### config.mk
export PLATFORM = sky130hd
export DESIGN_NAME = restoring_div8x4
export DESIGN_NICKNAME = d
export VERILOG_FILES = /design/src/rtl/restoring_div8x4.sv
export SDC_FILE = /design/constraint.sdc
export NUM_CORES = 1
export LEC_CHECK = 0
export CAP_MARGIN = 20
export CORE_ASPECT_RATIO = 0.9
export CORE_MARGIN = 2
export CORE_UTILIZATION = 30
export CTS_CLUSTER_DIAMETER = 200
export DETAILED_ROUTE_END_ITERATION = 7
export SLEW_MARGIN = 30
export SYNTH_ARGS = -nofsm -noshare
export SYNTH_HDL_FRONTEND = slang
export SYNTH_SLANG_ARGS = --single-unit
### constraint.sdc
create_clock -name clk -period 3.3 [get_ports clk]
set_clock_uncertainty 0.2 [all_clocks]
set_input_delay 0.33 -clock clk [delete_from_list [all_inputs] [get_ports clk]]
set_output_delay 0.33 -clock clk [all_outputs]
set_load 0.02 [all_outputs]
### src/rtl/restoring_div8x4.sv
// Sequential restoring divider: one quotient bit per clock, MSB first, with a
// start/busy/done handshake and registered quotient, remainder and divide-by-zero flag.
module restoring_div8x4 #(
  parameter int DW = 8,
  parameter int VW = 4
) (
  input  logic          clk,
  input  logic          reset,
  input  logic [DW-1:0] a,
  input  logic [VW-1:0] b,
  input  logic          start,
  output logic [DW-1:0] quotient,
  output logic [VW-1:0] remainder,
  output logic          div_by_zero,
  output logic          busy,
  output logic          done
);

  localparam int IW = (DW > 1) ? $clog2(DW) : 1;

  typedef enum logic [1:0] {
    IDLE = 2'd0,
    CALC = 2'd1,
    FIN  = 2'd2
  } state_t;

  state_t        state;
  logic [DW-1:0] a_lat;
  logic [VW-1:0] b_lat;
  logic [DW-1:0] q;
  logic [VW:0]   r;
  logic [IW-1:0] idx;
  logic [VW+1:0] step;

  // Returns {quotient bit, next partial remainder}. One guard bit above VW is
  // enough because the partial remainder never exceeds 2*divisor-1.
  function automatic logic [VW+1:0] div_step(input logic [VW:0]   r_in,
                                             input logic          bit_in,
                                             input logic [VW-1:0] d);
    logic [VW:0] r_shift;
    r_shift = {r_in[VW-1:0], bit_in};
    if (r_shift >= {1'b0, d})
      return {1'b1, r_shift - {1'b0, d}};
    else
      return {1'b0, r_shift};
  endfunction

  assign step = div_step(r, a_lat[idx], b_lat);

  always_ff @(posedge clk or negedge reset) begin
    if (!reset) begin
      state       <= IDLE;
      a_lat       <= '0;
      b_lat       <= '0;
      q           <= '0;
      r           <= '0;
      idx         <= '0;
      quotient    <= '0;
      remainder   <= '0;
      div_by_zero <= 1'b0;
      busy        <= 1'b0;
      done        <= 1'b0;
    end else begin
      done <= 1'b0;
      case (state)
        IDLE: begin
          if (start) begin
            a_lat <= a;
            b_lat <= b;
            q     <= '0;
            r     <= '0;
            idx   <= IW'(DW - 1);
            busy  <= 1'b1;
            state <= CALC;
          end
        end
        CALC: begin
          r      <= step[VW:0];
          q[idx] <= step[VW+1];
          if (idx == '0)
            state <= FIN;
          else
            idx <= idx - IW'(1);
        end
        FIN: begin
          // A zero divisor needs no special path: every trial subtract succeeds.
          quotient    <= q;
          remainder   <= r[VW-1:0];
          div_by_zero <= (b_lat == '0);
          done        <= 1'b1;
          busy        <= 1'b0;
          state       <= IDLE;
        end
        default: state <= IDLE;
      endcase
    end
  end

endmodule
# [Word level (Yosys, flattened, before mapping)]
# Index checks and enable logic that the tools add are counted.
[totals] out_inout_bits=15 in_bits=15 latch_bits=0 word_cells=51 register_bits=44 mem_bits_ro=0 memories=0 mem_bits_rw=0
[classes] n_shift=0 bitwise=0 muxes=19 multipliers=0 n_reduce_logical=11 n_lt_le_gt_ge=3 addsub=2 n_eq_ne=5 div=0
[ops] operator="8-bit case mux with 2 select lines" count=1
[ops] operator="8-bit bitwise mux" count=1
[ops] operator="8-bit 2-to-1 mux" count=1
[ops] operator="4-bit case mux with 2 select lines" count=1
[ops] operator="2-bit AND reduction" count=4
[ops] operator="3-bit 2-to-1 mux" count=2
[ops] operator="6-bit 2-to-1 mux" count=1
[ops] operator="2-bit != test (second input constant)" count=3
[ops] operator="3-bit case mux with 2 select lines" count=1
[ops] operator="5-bit by 4-bit >= comparator with 1-bit output" count=1
[ops] operator="5-bit by 4-bit subtractor with 5-bit output" count=1
[ops] operator="4-bit logical NOT" count=1
[ops] operator="3-bit by 4-bit < comparator with 1-bit output (second input constant)" count=1
[ops] operator="1-bit 2-to-1 mux" count=4
[ops] operator="2-bit 2-to-1 mux" count=2
[ops] operator="4-bit 2-to-1 mux" count=1
[ops] operator="2-bit case mux with 2 select lines" count=1
[ops] operator="2-bit nonzero test" count=2
[ops] operator="1-bit binary-select mux with 3-bit select" count=1
[ops] operator="1-bit demux with 3-bit select" count=1
[ops] operator="3-bit by 1-bit >= comparator with 1-bit output (second input constant)" count=1
[ops] operator="3-bit logical NOT" count=1
[ops] operator="3-bit AND reduction" count=1
[ops] operator="3-bit by 1-bit subtractor with 3-bit output (second input constant)" count=1
[ops] operator="other kinds (5)" count=5

# [Depth between registers and ports, before layout]
[depth] ltp_word=6 mapped_depth=8 depth_no_buf=8

# [Worst setup path after synthesis]
# Ideal clock, no wire load.
[synth_path] kind="reg2reg" start="register idx[0]" end="register r[2]" setup_time_ps=126 required_time_ps=2974 n_path_buf=0 stages_incl_launch_ff=9 period_less_slack_ps=2450 t_arrival_ps=2124 path_slack_ps=850 cell_sequence="dfrtp_1 > mux4_2 > mux2i_1 > ha_1 > inv_1 > fa_1 > xnor2_1 > nor2_1 > a221o_1"
[synth_between] elab_chain_cells=5 word_cells_on_any_way=6 cone_classes="add/sub: 1; order compare: 1; mux: 4"
[synth_lines] item="from (decl)" line_no="32" text="logic [IW-1:0] idx;"
[synth_lines] item="from (signal assigned)" line_no="72" text="idx <= IW'(DW - 1);"
[synth_lines] item="from (signal assigned)" line_no="83" text="idx <= idx - IW'(1);"
[synth_lines] item="1-bit binary-select mux with 3-bit select *" line_no="48" text="assign step = div_step(r, a_lat[idx], b_lat);"
[synth_lines] item="1-bit 2-to-1 mux (not written as such) *" line_no="48"
[synth_lines] item="5-bit by 4-bit subtractor with 5-bit output or 5-bit by 4-bit >= comparator with 1-bit output (tied branches)" line_no="43, 42"
[synth_lines] item="6-bit 2-to-1 mux *" line_no="42" text="if (r_shift >= {1'b0, d})"
[synth_lines] item="4-bit case mux with 2 select lines *" line_no="65" text="case (state)"
[synth_lines] item="to (signal assigned)" line_no="78" text="r <= step[VW:0];"
[synth_lines] item="to (decl)" line_no="31" text="logic [VW:0] r;"
# Every way passes the cells marked *; elsewhere a longest branch is shown, timed or not. The select of a mux whose other input is x is not followed.
# A chain may end at the register's enable or synchronous reset.

# [Worst setup path after layout]
# Same ends and word-level chain as after synthesis.

==> flow_metrics.tcl <==
set metrics [dict create \
    synth.cell_area_sq_mm 0.002041 \
    yosysTopAreaCellShare 0.5395 \
    worst_setup_path_end_kind "flop" \
    htreeDepth 2 \
    required_ps 3290 \
    viasPerCell 4.577 \
    slowest_delay_ps 600 \
    first_pass_iters 4 \
    grt.overflow.total 0 \
    nNetsFinal 236 \
    first_iter_violations 86 \
    cts_resized 0 \
    grt_pass1_vias 1374 \
    cp_max_fo 12 \
    diodes 0 \
    placementRows 28 \
    instances_no_fill 305 \
    wl_per_cell_um 12.65 \
    area_growth_pct 25.93 \
    ys.warnings.count 0 \
    tightest_slew_ps 782.4 \
    synth-seq-cells 44 \
    clk_latency_ps 300 \
    setup_viol 0 \
    finalWirelength_um 3859 \
    cts_made_buffers 5 \
    syn_area_per_cell_sq_um 11.21 \
    hold_path_class "reg -> reg" \
    die_h_um 82.25 \
    maxSlewViolCount 0 \
    antenna_found_initial 0 \
    status "completed" \
    syn_nets 204 \
    fin_setup_tns_ps 0 \
    grt_pass1_wl_um 6837 \
    synth_top_area_cell "dfrtp_1" \
    ff2ff_setup_slack_ps 500 \
    synth_cell_types 40 \
    post-place-cells 296 \
    die_area_sq_mm 0.007479 \
    gp_congestion 0.8170 \
    dieWidth_um 90.94 \
    p_per_area_mw_per_mm2 1008 \
    synthTopCellsByArea "dfrtp_1, mux2_2, ha_1" \
    clockBufferDepth 2 \
    slew_headroom 0.4784 \
    clock-root-buffer "clkbuf_8" \
    cts_tree "built" \
    ys_seq_area_frac 0.5395 \
    fmax_mhz 357.2 \
    cts.sinks 44 \
    drc 0 \
    fin_crit_sh 0.8483 \
    holdWs_ps 280.2 \
    rsz0062_at_grt "false" \
    clk_pin_slew_worst_paths_ps 80 \
    ir_worst_vdd_uv 362.6 \
    core_area_sq_mm 0.006586 \
    ant_nets 0 \
    finalHoldViolations 0 \
    dp_hpwl_um 2831 \
    total_power_w 0.002592 \
    setup_ws_ps 500.7 \
    initial_core_util 0.3098 \
    track_usage 0.1179 \
    drv_cap 0 \
    final_common_cell "dfrtp_1" \
    leakagePower_nw 1.107 \
    drive_above_1_share 0.1674 \
    ios 30 \
    arrival_ps 2790 \
    path_class "reg -> reg" \
    cp-start-kind "flop" \
    pre_cts_slack_ps 480.9 \
    period_minus_slack_ps 2799 \
    slowest_stage "dfrtp_1" \
    path_cells "mux4_2 > mux2i_1 > ha_1 > inv_1 > fa_1 > xnor2_1 > nor2_1 > a221o_1" \
    syn_inst 182 \
    num_vias 1396 \
    portBuffers 29 \
    final_cell_mix "dfrtp_1, clkdlybuf4s50_1, nand2_1" \
    grt_max_degree 25 \
]
## worst paths after layout
path                                          from                    to  depth (start not counted)
max in group asynchronous                    reset  a_lat[4]$_DFFE_PN0P_                          3
worst min register to register    busy$_DFFE_PN0P_      busy$_DFFE_PN0P_                          1
worst max register to register  idx[0]$_DFFE_PN0P_      r[2]$_DFFE_PN0P_                          8
worst min-delay path              busy$_DFFE_PN0P_      busy$_DFFE_PN0P_                          1
worst max-delay path            idx[0]$_DFFE_PN0P_      r[2]$_DFFE_PN0P_                          8
min in group asynchronous                    reset      q[5]$_DFFE_PN0P_                          2
## sequential cells by signal, summed over array words and instances (netlist names)
register     cells
quotient         8
a_lat            8
idx              3
busy             1
div_by_zero      1
r                4
q                8
done             1
remainder        4
b_lat            4
state            2
## metal layers
metal | share of wire | vias up | track usage
met5 | 0 | - | 0
met4 | 0.012 | 0 | 0.05000
met3 | 0.049 | 4 | 0.02995
met2 | 0.44 | 34 | 0.1881
met1 | 0.50 | 656 | 0.1546
li1 | - | 702 | -
## through the flow
step	util	area, sq um
after CTS	0.3902	2570
after global routing	0.3902	2570
after floorplan	-	2041
after detailed placement	0.3718	2449
final	0.3902	2570
after global placement	0.3676	2421
## power by group
part	internal (W)	switching (W)
combinational	0.000610	0.000617
sequential	0.000764	0.000192
clock	0.000224	0.000184
total	0.00160	0.000994
## final cells by class
type                            count  area, sq um
Clock buffer                        5        68.82
Clock inverter                      3        42.54
Fill cell                         668         4016
Inverter                           14        52.55
Multi-Input combinational cell    116        854.6
Sequential cell                    44         1101
Tap cell                           90        112.6
Timing Repair Buffer               33        337.8
## critical path, delay by kind of cell, from the launching register on
| family | cells | cell delay [ps] |
|---|---|---|
| DFF | 1 | 600 |
| xor gates and xnor gates | 1 | 140 |
| and+or+nand+nor | 1 | 50 |
| buffers and inverters | 1 | 60 |
| AOI/OAI and AO/OA | 1 | 310 |
| adders and majority gates | 2 | 580 |
| muxes | 2 | 750 |
## cells by family after synthesis
logic type,after synthesis,share of synthesized area
multiplexers,19,0.1153
AO/OA/AOI/OAI,40,0.1208
adder cells (fa/ha/maj),7,0.04660
flip-flops,44,0.5395
buffers and inverters,22,0.04415
AND/OR/NAND/NOR,48,0.1251
XOR/XNOR,2,0.008585
## cell usage after synthesis
cell type and number:
dfrtp_1 44, nand2_1 17, mux2_2 16, inv_1 13, a21oi_1 12, o21ai_0 11, nor2_1 7, buf_2 6
ha_1 6, nand3_1 5, o22ai_1 5, nand2b_1 3, a21o_1 2, and2_1 2, clkbuf_1 2, mux4_2 2
nor2b_1 2, nor3_1 2, nor3b_1 2, nor4_2 2, xnor2_1 2, a211oi_1 1, a221o_1 1, a311o_1 1
a311oi_1 1, a32oi_1 1, and2_4 1, and2b_1 1, fa_1 1, inv_2 1, mux2i_1 1, nand3b_1 1
o211ai_1 1, o21ai_2 1, o21bai_1 1, o31ai_1 1, o32ai_1 1, or3_1 1, or3b_1 1, or4_1 1
## repair_timing
action / 4_1_cts / 5_1_grt
hold buffers: 1 / 0
buffers inserted: 0 / 0
setup endpoints to repair: 0 / 0
endpoints found under the hold margin: 23 / 0
Note: power is estimated with default switching activity, not from simulation.
